## src/rtl/from_boot_loader_if.sv

```systemverilog
// Wishbone read-master bundle between the boot loader and the FROM controller.
// dat_w carries master write data, dat_r carries slave read data.
interface from_boot_loader_if;
  logic        cyc;
  logic        stb;
  logic        we;
  logic [15:0] adr;
  logic [15:0] dat_w;
  logic [15:0] dat_r;
  logic        ack;

  modport master (
    output cyc, stb, we, adr, dat_w,
    input  dat_r, ack
  );

  modport slave (
    input  cyc, stb, we, adr, dat_w,
    output dat_r, ack
  );
endinterface

```

## src/rtl/from_boot_loader.sv

```systemverilog
// FROM boot loader: reads a configuration image byte by byte over Wishbone,
// checks the magic header (and optionally a trailing checksum byte) and streams
// payload bytes to the configuration register file.
// Optional feature: define FROM_LOADER_CHECKSUM_EN to treat the last image byte
// as a checksum (sum of all bytes mod 256 must be zero).
module from_boot_loader #(
  parameter int unsigned NUM_BYTES = 128,
  parameter logic [7:0]  MAGIC     = 8'hA5,
  parameter int unsigned TIMEOUT   = 255
) (
  input  logic                 wb_clk_i,
  input  logic                 wb_rst_n_i,
  from_boot_loader_if.master   wbm,
  input  logic                 reload_i,
  output logic                 ld_valid_o,
  output logic [6:0]           ld_addr_o,
  output logic [7:0]           ld_data_o,
  output logic                 busy_o,
  output logic                 done_o,
  output logic [1:0]           err_o
);

  localparam logic [6:0] LAST_IDX = 7'(NUM_BYTES - 1);
  localparam logic [7:0] TO_LAST  = 8'(TIMEOUT - 1);

`ifdef FROM_LOADER_CHECKSUM_EN
  localparam bit CSUM_EN = 1'b1;
`else
  localparam bit CSUM_EN = 1'b0;
`endif

  typedef enum logic [2:0] {
    ST_IDLE,
    ST_REQ,
    ST_GAP,
    ST_DONE,
    ST_FAIL
  } state_t;

  state_t      state_q, state_d;
  logic        start_q;
  logic [6:0]  idx_q;
  logic [7:0]  byte_q;
  logic [7:0]  tcnt_q;
  logic        last_ok;

  logic        req_q, req_d;
  logic        busy_q, busy_d;
  logic        done_q, done_d;
  logic [1:0]  err_q, err_d;
  logic        ld_valid_q, ld_valid_d;
  logic [6:0]  ld_addr_q, ld_addr_d;
  logic [7:0]  ld_data_q, ld_data_d;

`ifdef FROM_LOADER_CHECKSUM_EN
  logic [7:0]  csum_q;

  // Running mod-256 sum of every byte read in the current load.
  always_ff @(posedge wb_clk_i or negedge wb_rst_n_i) begin
    if (!wb_rst_n_i) begin
      csum_q <= '0;
    end else if (state_q == ST_IDLE && state_d == ST_REQ) begin
      csum_q <= '0;
    end else if (state_q == ST_REQ && wbm.ack) begin
      csum_q <= csum_q + wbm.dat_r[7:0];
    end
  end

  assign last_ok = (csum_q == 8'h00);
`else
  assign last_ok = 1'b1;
`endif

  // State register.
  always_ff @(posedge wb_clk_i or negedge wb_rst_n_i) begin
    if (!wb_rst_n_i) begin
      state_q <= ST_IDLE;
    end else begin
      state_q <= state_d;
    end
  end

  // Next-state decode.
  always_comb begin
    state_d = state_q;
    case (state_q)
      ST_IDLE: begin
        if (start_q || reload_i) state_d = ST_REQ;
      end
      ST_REQ: begin
        if (wbm.ack)                 state_d = ST_GAP;
        else if (tcnt_q == TO_LAST)  state_d = ST_FAIL;
      end
      ST_GAP: begin
        if (idx_q == '0 && byte_q != MAGIC) state_d = ST_FAIL;
        else if (idx_q == LAST_IDX)         state_d = last_ok ? ST_DONE : ST_FAIL;
        else                                state_d = ST_REQ;
      end
      ST_DONE, ST_FAIL: begin
        if (reload_i) state_d = ST_IDLE;
      end
      default: state_d = ST_IDLE;
    endcase
  end

  // Datapath: start flag, byte index, captured byte and ack timeout counter.
  // A reload seen in DONE/FAIL only moves to IDLE, so it is latched in the
  // start flag to launch the load from IDLE on the following edge.
  always_ff @(posedge wb_clk_i or negedge wb_rst_n_i) begin
    if (!wb_rst_n_i) begin
      start_q <= 1'b1;
      idx_q   <= '0;
      byte_q  <= '0;
      tcnt_q  <= '0;
    end else begin
      case (state_q)
        ST_IDLE: begin
          if (state_d == ST_REQ) begin
            start_q <= 1'b0;
            idx_q   <= '0;
            tcnt_q  <= '0;
          end
        end
        ST_REQ: begin
          if (wbm.ack) byte_q <= wbm.dat_r[7:0];
          else         tcnt_q <= tcnt_q + 8'd1;
        end
        ST_GAP: begin
          if (state_d == ST_REQ) begin
            idx_q  <= idx_q + 7'd1;
            tcnt_q <= '0;
          end
        end
        ST_DONE, ST_FAIL: begin
          if (reload_i) start_q <= 1'b1;
        end
        default: ;
      endcase
    end
  end

  // Output decode: next values of the registered outputs.
  always_comb begin
    req_d      = (state_d == ST_REQ);
    busy_d     = (state_d == ST_REQ) || (state_d == ST_GAP);
    ld_valid_d = (state_q == ST_GAP) && (idx_q != '0) &&
                 !(CSUM_EN && idx_q == LAST_IDX);
    ld_addr_d  = ld_valid_d ? idx_q  : ld_addr_q;
    ld_data_d  = ld_valid_d ? byte_q : ld_data_q;
    done_d     = (state_d == ST_DONE) || (done_q && state_d != ST_REQ);
    err_d      = err_q;
    if (state_q == ST_IDLE && state_d == ST_REQ) begin
      err_d = 2'b00;
    end else if (state_q == ST_REQ && state_d == ST_FAIL) begin
      err_d = 2'b11;
    end else if (state_q == ST_GAP && state_d == ST_FAIL) begin
      err_d = (idx_q == '0) ? 2'b01 : 2'b10;
    end
  end

  // Output registers; async reset drops the bus request immediately.
  always_ff @(posedge wb_clk_i or negedge wb_rst_n_i) begin
    if (!wb_rst_n_i) begin
      req_q      <= 1'b0;
      busy_q     <= 1'b0;
      done_q     <= 1'b0;
      err_q      <= '0;
      ld_valid_q <= 1'b0;
      ld_addr_q  <= '0;
      ld_data_q  <= '0;
    end else begin
      req_q      <= req_d;
      busy_q     <= busy_d;
      done_q     <= done_d;
      err_q      <= err_d;
      ld_valid_q <= ld_valid_d;
      ld_addr_q  <= ld_addr_d;
      ld_data_q  <= ld_data_d;
    end
  end

  assign wbm.cyc    = req_q;
  assign wbm.stb    = req_q;
  assign wbm.we     = 1'b0;
  assign wbm.adr    = {9'b0, idx_q};
  assign wbm.dat_w  = '0;
  assign ld_valid_o = ld_valid_q;
  assign ld_addr_o  = ld_addr_q;
  assign ld_data_o  = ld_data_q;
  assign busy_o     = busy_q;
  assign done_o     = done_q;
  assign err_o      = err_q;

endmodule

```

## src/flat_wrapper.sv

```systemverilog
// flat-port wrapper written by rule: the top's interface ports become plain ports
module from_boot_loader_flat 
#(
  parameter int unsigned NUM_BYTES = 128,
  parameter logic [7:0]  MAGIC     = 8'hA5,
  parameter int unsigned TIMEOUT   = 255
)
  (wb_clk_i, wb_rst_n_i, reload_i, ld_valid_o, ld_addr_o, ld_data_o, busy_o, done_o, err_o, wbm_cyc, wbm_stb, wbm_we, wbm_adr, wbm_dat_w, wbm_dat_r, wbm_ack);
  from_boot_loader_if wbm_i ();
  input  logic wb_clk_i;
  input  logic wb_rst_n_i;
  input  logic reload_i;
  output logic ld_valid_o;
  output logic [6:0] ld_addr_o;
  output logic [7:0] ld_data_o;
  output logic busy_o;
  output logic done_o;
  output logic [1:0] err_o;
  output wire logic [$bits(wbm_i.cyc)-1:0] wbm_cyc;
  output wire logic [$bits(wbm_i.stb)-1:0] wbm_stb;
  output wire logic [$bits(wbm_i.we)-1:0] wbm_we;
  output wire logic [$bits(wbm_i.adr)-1:0] wbm_adr;
  output wire logic [$bits(wbm_i.dat_w)-1:0] wbm_dat_w;
  input wire logic [$bits(wbm_i.dat_r)-1:0] wbm_dat_r;
  input wire logic [$bits(wbm_i.ack)-1:0] wbm_ack;
  assign wbm_cyc = wbm_i.cyc;
  assign wbm_stb = wbm_i.stb;
  assign wbm_we = wbm_i.we;
  assign wbm_adr = wbm_i.adr;
  assign wbm_dat_w = wbm_i.dat_w;
  assign wbm_i.dat_r = wbm_dat_r;
  assign wbm_i.ack = wbm_ack;
  from_boot_loader #(.NUM_BYTES(NUM_BYTES), .MAGIC(MAGIC), .TIMEOUT(TIMEOUT)) u_core (.wb_clk_i(wb_clk_i), .wb_rst_n_i(wb_rst_n_i), .wbm(wbm_i), .reload_i(reload_i), .ld_valid_o(ld_valid_o), .ld_addr_o(ld_addr_o), .ld_data_o(ld_data_o), .busy_o(busy_o), .done_o(done_o), .err_o(err_o));
endmodule
```

## config.mk

```make
export PLATFORM = sky130hd
export DESIGN_NAME = from_boot_loader_flat
export DESIGN_NICKNAME = d
export VERILOG_FILES = /design/src/rtl/from_boot_loader_if.sv /design/src/rtl/from_boot_loader.sv /design/src/flat_wrapper.sv
export SDC_FILE = /design/constraint.sdc
export NUM_CORES = 1
export LEC_CHECK = 0
export ABC_AREA = 1
export BUFFER_PORTS_ARGS = -buffer_cell sky130_fd_sc_hd__buf_2
export CORE_MARGIN = 3
export CORE_UTILIZATION = 45
export CTS_CLUSTER_DIAMETER = 150
export DETAILED_ROUTE_END_ITERATION = 8
export PLACE_DENSITY = 0.74
export RECOVER_POWER = 25
export SETUP_SLACK_MARGIN = 0.02
export SYNTH_ARGS = -nofsm -noshare
export SYNTH_HDL_FRONTEND = slang
export SYNTH_SLANG_ARGS = --single-unit
```

## constraint.sdc

```tcl
create_clock -name wb_clk_i -period 1.4 [get_ports wb_clk_i]
set_input_delay 0.28 -clock wb_clk_i [delete_from_list [all_inputs] [get_ports wb_clk_i]]
set_output_delay 0.28 -clock wb_clk_i [all_outputs]
set_load 0.1 [all_outputs]
```

**Word-level counts from Yosys, hierarchy flattened**

Cells that the tools add are included.

- Bits in read-only memories: 0
- Memories: 0
- Register bits: 48
- Bits in latches: 0
- Bits in writable memories: 0
- Bits of input ports: 20
- Output and inout port bits: 55
- Word-level logic and storage cells: 73

- $lt $le $gt $ge: 0
- Div/mod/pow operators: 0
- Mux-type cells: 20
- Reductions and logical operators: 22
- $add $sub $neg: 2
- Equal/unequal tests: 17
- Bitwise operators: 0
- Shift operators: 0
- $mul: 0

Operators by type and width:

| cell | number |
|---|---|
| $mux 8 | 2 |
| $pmux 8 s2 | 1 |
| $mux 3 | 5 |
| $mux 7 | 2 |
| $pmux 7 s2 | 1 |
| $eq 3x2->1 const B | 4 |
| $pmux 3 s4 | 1 |
| $mux 2 | 5 |
| $reduce_and 3->1 | 3 |
| $add 8x1->8 const B | 1 |
| $eq 8x8->1 const B | 1 |
| $ne 8x8->1 const B | 1 |
| $add 7x1->7 const B | 1 |
| $eq 7x7->1 const B | 1 |
| $logic_not 7->1 | 1 |
| $reduce_bool 7->1 | 1 |
| $eq 3x1->1 const B | 2 |
| $eq 3x3->1 const B | 2 |
| $logic_and 1x1->1 | 6 |
| $ne 2x1->1 const B | 3 |
| $reduce_bool 2->1 | 3 |
| $ne 2x2->1 const B | 2 |
| $reduce_or 2->1 | 2 |
| $logic_not 3->1 | 1 |
| 6 further kinds | 9 |

**Logic depth before layout (Yosys ltp)**

Gate-level depths: netlist (run 1).

- Depth after elaboration: 9
- Mapped depth: 12
- Depth with buffers taken out: 12

**Worst setup path before layout (run 1)**

No wires, ideal clock.

- Kind: reg2reg
- Start point: register u_core.idx_q[1]
- End point: register u_core.idx_q[2]
- Arrival: 2.147 ns
- Library setup time: 0.067 ns
- Clock period less this slack: 2.214 ns
- Path buffers: 0
- Required time: 1.333 ns
- Path slack: -0.814 ns
- Stages on the path, launching flop included: 12
- Cell sequence: dfrtp_1 > ha_1 > nand3_2 > nor3_2 > nand2_1 > nand2_1 > nor2_2 > nand2_4 > inv_4 > nand2_4 > nand2_1 > nand2_1

- Cells in the longest elaborated chain, start to end: 7
- Elaborated cells between the ends (all ways): 13
- Those cells by class: add/sub: 1; eq/ne: 4; mux: 5; reduce/logical: 3

RTL lines:

| item | line | RTL |
|---|---|---|
| start: declaration | from_boot_loader.sv:42 | `logic [6:0] idx_q;` |
| start signal: assignment | from_boot_loader.sv:130 | `idx_q <= idx_q + 7'd1;` |
| $eq 7x7->1 or $logic_not 7->1 (tied branches) | from_boot_loader.sv:96, from_boot_loader.sv:95 |  |
| $mux 2 or $logic_and 1x1->1 (tied branches) | from_boot_loader.sv:96, from_boot_loader.sv:95 |  |
| $mux 3 (*) | from_boot_loader.sv:95 | `if (idx_q == '0 && byte_q != MAGIC) state_d = ST_FAIL;` |
| $pmux 3 s4 (*) | from_boot_loader.sv:86 | `case (state_q)` |
| $eq 3x1->1 (*) | - |  |
| named net u_core.req_d | from_boot_loader.sv:47 | `logic req_q, req_d;` |
| $ne 2x1->1 (no line) | - |  |
| $reduce_and 3->1 (no line) (*) | - |  |

The timed path passes the listed nets; every way through them passes the cells marked *. The select of a mux whose other input is x is not followed.
A chain may end at the register's enable or synchronous reset.

**Final worst setup path (run 1)**

- Start point: register u_core.idx_q[0]
- End point: register u_core.idx_q[4]

Same word-level chain as after synthesis.

==> reports/metrics.yaml, run 1 <==
sta:
  slew_viol_final: 0
  timing.final.crit_share_pct: 119.4
  slew_headroom_pct: 56.74
  rsz0062_at_grt: "true"
  finalClockSkew_ns: 0.006851
  fmax_ghz: 0.5982
  layout_min_cycle_time_ns: 1.672
  hold_viol_final: 0
  finalWorstSetupSlack_ns: -0.2716
  worst_pin_slew_ns: 0.6489
  finalSetupViolations: 36
final_layout:
  design_area_mm2: 0.003734
  layout_commonest_cell: "nand2_1"
  antenna_cells: 0
  nNetsFinal: 437
  synthToLayoutAreaGrowth_pct: 49.13
  drive_gt1_share_pct: 40.34
  mostFrequentLayoutCells: "nand2_1, buf_4, dfrtp_1"
logic_synthesis:
  ys_ff_latch: 48
  yosysWarnings: 0
  synth_area_per_cell_um2: 8.236
  ys_seq_area_share_pct: 48.03
  synth_cells: 304
  ys_types: 33
  syn_area_mm2: 0.002504
floorplan:
  die-width_um: 80.59
  initial_core_util_pct: 47.80
  dieArea_mm2: 0.006495
  num_rows: 26
  chipHeight_um: 80.59
  io_pins: 75
  core-area_mm2: 0.005238
global_route:
  antenna_found_initial: 0
  grt_use_total_pct: 19.02
  grt_pass1_vias: 2120
  grt_max_degree: 49
  gr-total-overflow: 0
  grt_pass1_wl_mm: 9.618
clock_network:
  cts_buffers: 5
  ctsHtreeMaxLevel: 2
  clockBufferDepth: 2
  path_clk_slew_ns: 0.09
  cts_sinks: 48
  cts_tree: "done"
  clock_latency_ns: 0.31
  cts_root_buf: "clkbuf_8"
placed_design:
  globalplace.congestion: 0.8290
  dp_hpwl_mm: 4.094
  io_buffers: 40
  placed_cell_area_mm2: 0.003279
power:
  vdd_drop_max_v: 0.001420
  netSwitchingPower_uw: 5174
  pwr-share-clk_pct: 10.7
  p_total_uw: 9610
  power.internal_uw: 4436
  switching_share_pct: 53.84
  p_per_area_mw_per_mm2: 2574
  power.share.combinational_pct: 66.4
  p_leak_uw: 0.001945
  p_seq_share_pct: 22.9
critical_path:
  r2r_cells: 11
  cp_data_arrival_time_ns: 1.88
  end_kind: "flip-flop"
  cp_max_fo: 7
  critPathLaunchType: "flip-flop"
  critPathKind: "reg -> reg"
  cp.required_ns: 1.61
  rrSetupSlack_ns: -0.27
drt:
  drt_pass1_iterations: 4
  num_vias: 2271
  ant_nets: 0
  wirelength_mm: 6.251
  vias_per_cell: 4.692
  drc_errors: 0
  drt-wirelength-per-cell_um: 12.92
  drtIter0Drc: 138
min_path:
  hold_class: "in -> reg"
  hold_depth: 3
outcome:
  violations: "setup timing"
  status: "complete, but fails checks"
job:
  cap_violations: 0
cell usage after synthesis, drive strengths merged:
cell      n  share of area (%)
nand2   108                 18
dfrtp    47                 47
buf      30                8.7
inv      28                4.3
nor2     26                4.8
nand3    20                4.4
o21ai    20                4.0
a21oi     4               0.95
ha        4                2.0
nor3b     3               0.90
nand4     2               0.50
nor3      2               0.60
a32oi     1               0.35
clkbuf    1               0.15
conb      1               0.15
dfstp     1                1.0
nand3b    1               0.30
o21bai    1               0.30
o22ai     1               0.25
o311ai    1               0.35
xnor2     1               0.35
xor2      1               0.35
registers in the layout, indices dropped and copies added, names as in the netlist:
register,cells
u_core.busy_o,1
u_core.byte_q,8
u_core.done_o,1
u_core.err_o,2
u_core.idx_q,7
u_core.ld_addr_o,7
u_core.ld_data_o,8
u_core.ld_valid_o,1
u_core.start_q,1
u_core.state_q,3
u_core.tcnt_q,8
u_core.wbm.cyc,1
layout make-up:
cell class | instances | area (µm²)
fill | 366 | 1504
multi-input combinational | 222 | 1232
sequential | 48 | 1217
timing repair buffer | 108 | 968.4
inverter | 28 | 112.6
tap | 70 | 87.58
clock buffer | 5 | 68.82
clock inverter | 3 | 46.29
logic make-up after synthesis:
| logic type | count (synthesis) | share of synthesized area [%] |
|---|---|---|
| other | 1 | 0.1498 |
| DFF | 48 | 48.03 |
| and+or+nand+nor | 162 | 29.79 |
| adders and majority gates | 4 | 1.999 |
| xor gates and xnor gates | 2 | 0.6998 |
| AOI/OAI and AO/OA | 28 | 6.197 |
| buffers and inverters | 59 | 13.14 |
metal layers:
metal | track usage, % | share of wire (%)
met1 | 23.43 | 40
met5 | 0 | 0
met3 | 3.812 | 4.2
met4 | 4.899 | 2.2
met2 | 33.77 | 54
path summary, 6_finish.rpt:
path	startpoint	end
worst min register to register	u_core.ld_data_o[7]	u_core.ld_data_o[7]
worst max register to register	u_core.idx_q[0]	u_core.idx_q[4]
min in group asynchronous	wb_rst_n_i	u_core.err_o[0]
worst max-delay path	u_core.idx_q[0]	u_core.idx_q[4]
max in group asynchronous	wb_rst_n_i	u_core.idx_q[1]
worst min-delay path	wbm_dat_r[0]	u_core.byte_q[0]
power by group through the flow:
stage	Clock (µW)	Sequential, µW	Combinational, µW
finish	1030	2200	6380
global route	1130	2250	6770
CTS	1040	2160	5920
detailed placement	0	2170	5630
global placement	0	2160	5530
floorplan	0	3890	2220
worst max-delay path: stages (launching register included):
cell and delay (ns):
dfrtp_4 0.53, ha_4 0.18, nand3_4 0.07, nor3_4 0.05, nand2_2 0.09, nand2_2 0.06, nor2_4 0.19, nand2_8 0.09
inv_6 0.10, nand2_4 0.07, nand2_1 0.09, nand2_1 0.05
metrics by stage:
stage | cells | util, % | worst slack, ns | setup TNS (ns) | hold slack, ns
floorplan | 329 | - | -0.3136 | -7.553 | -0.01559
global placement | 462 | 62.61 | -0.2033 | -4.638 | 0.2802
detailed placement | 462 | 62.61 | -0.2526 | -5.930 | 0.2829
CTS | 480 | 67.44 | -0.2688 | -7.767 | 0.1713
global route | 484 | 71.29 | -0.3468 | -8.894 | 0.1673
finish | 484 | 71.29 | -0.2716 | -6.512 | 0.1847
repair_timing:
| item | 4_1_cts | 5_1_grt |
|---|---|---|
| setup endpoints to repair | 46 | 61 |
| buffers inserted | 9 | 4 |
| hold buffers | 1 | 0 |
| gates cloned | 0 | 1 |
| gates resized for setup | 17 | 45 |
| pin swaps | 6 | 11 |
| hold endpoints to repair | 47 | 0 |
Note: power is estimated with default switching activity, not from simulation.
==> run 2, diff against run 1 <==
Settings changed: REMOVE_ABC_BUFFERS from default to 1.
==> reports/metrics.yaml, run 2 (synthesis gave the netlist of run 1 again) <==
power:
  power.internal_uw: 3895
  switching_share_pct: 55.83
  p_per_area_mw_per_mm2: 2614
  vdd_drop_max_v: 0.001434
  p_seq_share_pct: 24.1
  power.share.combinational_pct: 66.2
  p_leak_uw: 0.001785
  pwr-share-clk_pct: 9.7
  netSwitchingPower_uw: 4923
final_layout:
  layout_commonest_cell: "nand2_1"
  regArea_mm2: 0.001202
  synthToLayoutAreaGrowth_pct: 34.73
  mostFrequentLayoutCells: "nand2_1, buf_4, dfrtp_1"
  antenna_cells: 0
  nFillCells: 406
  drive_gt1_share_pct: 33.76
  nNetsFinal: 417
  multi_input_area_mm2: 0.001146
  design_area_mm2: 0.003373
  fin_util_pct: 64.41
floorplan:
  chipHeight_um: 80.59
  die-width_um: 80.59
  core-area_mm2: 0.005238
  initial_core_util_pct: 47.80
  io_pins: 75
  num_rows: 26
  dieArea_mm2: 0.006495
clock_network:
  cts_root_buf: "clkbuf_8"
  clock_latency_ns: 0.31
  cts_buffers: 5
  cts_sinks: 48
  ctsHtreeMaxLevel: 2
  clockBufferDepth: 2
  path_clk_slew_ns: 0.10
  cts_tree: "done"
sta:
  slew_headroom_pct: 55.60
  slew_viol_final: 0
  finalClockSkew_ns: 0.01282
  worst_pin_slew_ns: 0.6661
  rsz0062_at_grt: "true"
  hold_viol_final: 0
  fmax_ghz: 0.6198
  layout_min_cycle_time_ns: 1.613
  finalSetupViolations: 30
  finalWorstSetupSlack_ns: -0.2135
  timing.final.crit_share_pct: 115.2
critical_path:
  cp_max_fo: 7
  timing.rr.start: "u_core.idx_q[1]"
  rr_endpoint: "u_core.idx_q[3]"
  critPathKind: "reg -> reg"
  end_kind: "flip-flop"
  critPathLaunchType: "flip-flop"
  r2r_cells: 11
  rrSetupSlack_ns: -0.21
  cp_data_arrival_time_ns: 1.81
  cp.required_ns: 1.60
outcome:
  status: "complete, but fails checks"
  violations: "setup timing"
global_route:
  gr-total-overflow: 0
  grt_use_total_pct: 18.11
  grt_max_degree: 49
  grt_pass1_vias: 2057
  grt_pass1_wl_mm: 9.052
  antenna_found_initial: 0
drt:
  num_vias: 2178
  drt_pass1_iterations: 4
  vias_per_cell: 4.694
  wirelength_mm: 5.730
  wl_met1_mm: 2.337
  drc_errors: 0
  drtIter0Drc: 176
  ant_nets: 0
  wl_met3_um: 267
  met2WireLength_mm: 3.033
  top_layer: "met4"
  drt-wirelength-per-cell_um: 12.35
min_path:
  worstHoldEndpoint: "u_core.byte_q[2]"
  hp-start: "wbm_dat_r[2]"
  hold_class: "in -> reg"
  hold_depth: 3
placed_design:
  io_buffers: 40
  preCtsSetupSlack_ns: -0.2792
  globalplace.congestion: 0.7672
  dp_hpwl_mm: 4.074
  placed_cell_area_mm2: 0.003082
job:
  cap_violations: 0
-- run 2: worst max-delay path by stage --
stage / start / endpoint / cells after the start
after floorplan: u_core.idx_q[0] / u_core.ld_addr_o[2] / 9
after global placement: u_core.tcnt_q[0] / u_core.tcnt_q[7] / 12
after detailed placement: u_core.idx_q[0] / u_core.tcnt_q[0] / 11
after CTS: u_core.idx_q[1] / u_core.tcnt_q[0] / 11
after global routing: u_core.idx_q[1] / u_core.tcnt_q[2] / 11
final: u_core.idx_q[1] / u_core.idx_q[3] / 11
-- run 2: worst max-delay path, stage by stage, from the launching register on --
cell     delay [ns]
dfrtp_1        0.41
ha_2           0.21
nand3_2        0.09
nor3_2         0.05
nand2_1        0.10
nand2_2        0.08
nor2_4         0.15
nand2_4        0.10
inv_4          0.11
nand2_4        0.08
nand2_1        0.07
nand2_1        0.05
-- run 2: power groups by stage --
| stage | sequential (µW) | combinational, µW | clock (µW) |
|---|---|---|---|
| after floorplan | 3960 | 1960 | 0 |
| after global placement | 2100 | 5220 | 0 |
| after detailed placement | 2120 | 5350 | 0 |
| after CTS | 2100 | 5650 | 886 |
| after global routing | 2190 | 6210 | 933 |
| final | 2130 | 5840 | 854 |
-- run 2: metal layers --
layer	global-route usage (%)	vias up
met5	0	-
li1	-	1075
met4	7.264	0
met3	3.363	10
met2	32.53	69
met1	21.05	1024
-- run 2: area by class of cell --
cell class | instances | share of cell area, %
Clock inverter | 3 | 0.7047
Timing Repair Buffer | 88 | 21.85
Sequential cell | 48 | 35.65
Tap cell | 70 | 2.596
Multi-Input combinational cell | 222 | 33.98
Clock buffer | 5 | 2.040
Inverter | 28 | 3.190
-- run 2: through the flow --
| stage | instances | hold slack (ns) | total power [µW] | setup TNS (ns) |
|---|---|---|---|---|
| floorplan | 298 | -0.01559 | 5917 | -30.04 |
| global placement | 448 | 0.2801 | 7323 | -3.597 |
| detailed placement | 448 | 0.2869 | 7473 | -5.688 |
| CTS | 462 | 0.1554 | 8641 | -3.910 |
| global route | 464 | 0.1701 | 9329 | -7.178 |
| finish | 464 | 0.1627 | 8817 | -3.592 |
-- run 2: what timing repair did --
item,CTS,global route
endpoints found under the hold margin,47,0
buffers inserted,3,3
cloned,2,0
pin swaps,11,9
gates resized for setup,32,24
setup endpoints to repair,48,56
hold buffers,1,0
==> run 3, diff against run 2 <==
Settings changed: CORE_UTILIZATION 45 to 35, PLACE_DENSITY 0.74 to default.
==> reports/metrics.yaml, run 3 (synthesis gave the netlist of run 1 again) <==
sta:
  worst_pin_slew_ns: 0.6566
  finalSetupViolations: 26
  slew_viol_final: 0
  layout_min_cycle_time_ns: 1.596
  finalWorstSetupSlack_ns: -0.1957
  rsz0062_at_grt: "true"
  finalClockSkew_ns: 0.005877
  timing.final.crit_share_pct: 114.0
  hold_viol_final: 0
  fmax_ghz: 0.6267
  slew_headroom_pct: 56.22
floorplan:
  die-width_um: 90.58
  dieArea_mm2: 0.008204
  initial_core_util_pct: 36.45
  chipHeight_um: 90.58
  num_rows: 30
  core-area_mm2: 0.006869
  io_pins: 75
clock_network:
  cts_tree: "done"
  cts_root_buf: "clkbuf_8"
  cts_buffers: 5
  clockBufferDepth: 2
  ctsHtreeMaxLevel: 2
  path_clk_slew_ns: 0.09
  clock_latency_ns: 0.30
  cts_sinks: 48
critical_path:
  cp_max_fo: 7
  critPathKind: "reg -> reg"
  end_kind: "flip-flop"
  rrSetupSlack_ns: -0.20
  cp.required_ns: 1.60
  critPathLaunchType: "flip-flop"
  cp_data_arrival_time_ns: 1.79
power:
  pwr-share-clk_pct: 9.1
  netSwitchingPower_uw: 4884
  switching_share_pct: 54.89
  p_per_area_mw_per_mm2: 2523
  power.internal_uw: 4013
  power.share.combinational_pct: 66.7
  p_seq_share_pct: 24.1
  vdd_drop_max_v: 0.001048
  p_leak_uw: 0.001834
global_route:
  grt_pass1_vias: 2057
  grt_use_total_pct: 14.09
  grt_max_degree: 49
  grt_pass1_wl_mm: 9.397
  antenna_found_initial: 0
  gr-total-overflow: 0
drt:
  vias_per_cell: 4.327
  drt_pass1_iterations: 4
  drc_errors: 0
  num_vias: 2155
  wirelength_mm: 5.492
  ant_nets: 0
  drtIter0Drc: 66
  drt-wirelength-per-cell_um: 11.03
final_layout:
  fin_util_pct: 51.33
  design_area_mm2: 0.003526
  nNetsFinal: 426
  drive_gt1_share_pct: 36.82
  mostFrequentLayoutCells: "nand2_1, buf_4, dfrtp_1"
  synthToLayoutAreaGrowth_pct: 40.83
  antenna_cells: 0
  layout_commonest_cell: "nand2_1"
placed_design:
  placed_cell_area_mm2: 0.003219
  globalplace.congestion: 0.7972
  io_buffers: 40
  preCtsSetupSlack_ns: -0.2290
  dp_hpwl_mm: 3.946
job:
  cap_violations: 0
min_path:
  hold_class: "in -> reg"
outcome:
  violations: "setup timing"
  status: "complete, but fails checks"
[run 3: cell count changes in the layout (fill, tap and decap cells not counted), moves of 4 or more]
cell and delta:
clkbuf_4 +6, nand2_1 -5, nand2_2 +5, nor2_4 -4, o21ai_0 -6, o21ai_1 +5
[run 3: worst max-delay path, cell delays in order, from the launching register on]
cell	delay, ns
dfrtp_1	0.42
ha_2	0.20
nand3_2	0.09
nor3_2	0.05
nand2_1	0.08
nand2_1	0.06
nor2_2	0.18
nand2_4	0.11
inv_4	0.11
nand2_4	0.08
nand2_1	0.07
nand2_1	0.05
[run 3: area by class of cell]
class / instances / area, µm²
Clock inverter: 2 / 12.51
Fill cell: 675 / 3343
Tap cell: 96 / 120.1
Multi-Input combinational cell: 222 / 1155
Timing Repair Buffer: 97 / 855.8
Sequential cell: 48 / 1204
Inverter: 28 / 110.1
Clock buffer: 5 / 68.82
[run 3: power by group through the flow]
stage	Combinational [µW]	Sequential (µW)	Clock, µW
after floorplan	1960	3960	0
after global placement	5450	2130	0
after detailed placement	5520	2150	0
after CTS	5780	2150	834
after global routing	6370	2220	900
final	5940	2150	811
[run 3: worst paths after layout]
path,from,depth (start not counted),endpoint
min in group asynchronous,wb_rst_n_i,3,u_core.tcnt_q[5]
min,wbm_dat_r[3],3,u_core.byte_q[3]
max reg2reg,u_core.idx_q[0],11,u_core.idx_q[2]
min reg2reg,u_core.ld_data_o[7],2,u_core.ld_data_o[7]
max,u_core.idx_q[0],11,u_core.idx_q[2]
max in group asynchronous,wb_rst_n_i,3,u_core.idx_q[2]
[run 3: per-layer routing]
layer	part of all wire [%]	vias up	wire length (µm)	track usage (%)
met5	0	-	0	0
li1	-	1096	-	-
met3	4.1	7	225	2.750
met2	49	53	2698	23.53
met1	46	999	2502	18.47
met4	1.2	0	66	4.209
[run 3: what timing repair did]
item                                    4_1_cts  5_1_grt
hold endpoints to repair                     47        0
pin swaps                                    19        9
resized for setup                            41       27
hold buffers                                  1        0
buffers inserted                              4        3
gates cloned                                  2        0
endpoints found under the setup margin       39       57
[run 3: per-stage QoR]
stage | TNS [ns] | total power [µW] | hold WS, ns | std cells
final | -3.057 | 8897 | 0.1845 | 498
after global routing | -7.097 | 9486 | 0.1838 | 498
after CTS | -3.286 | 8765 | 0.1820 | 496
after detailed placement | -5.025 | 7665 | 0.2867 | 482
after global placement | -4.511 | 7585 | 0.2833 | 482
after floorplan | -30.04 | 5917 | -0.01559 | 298
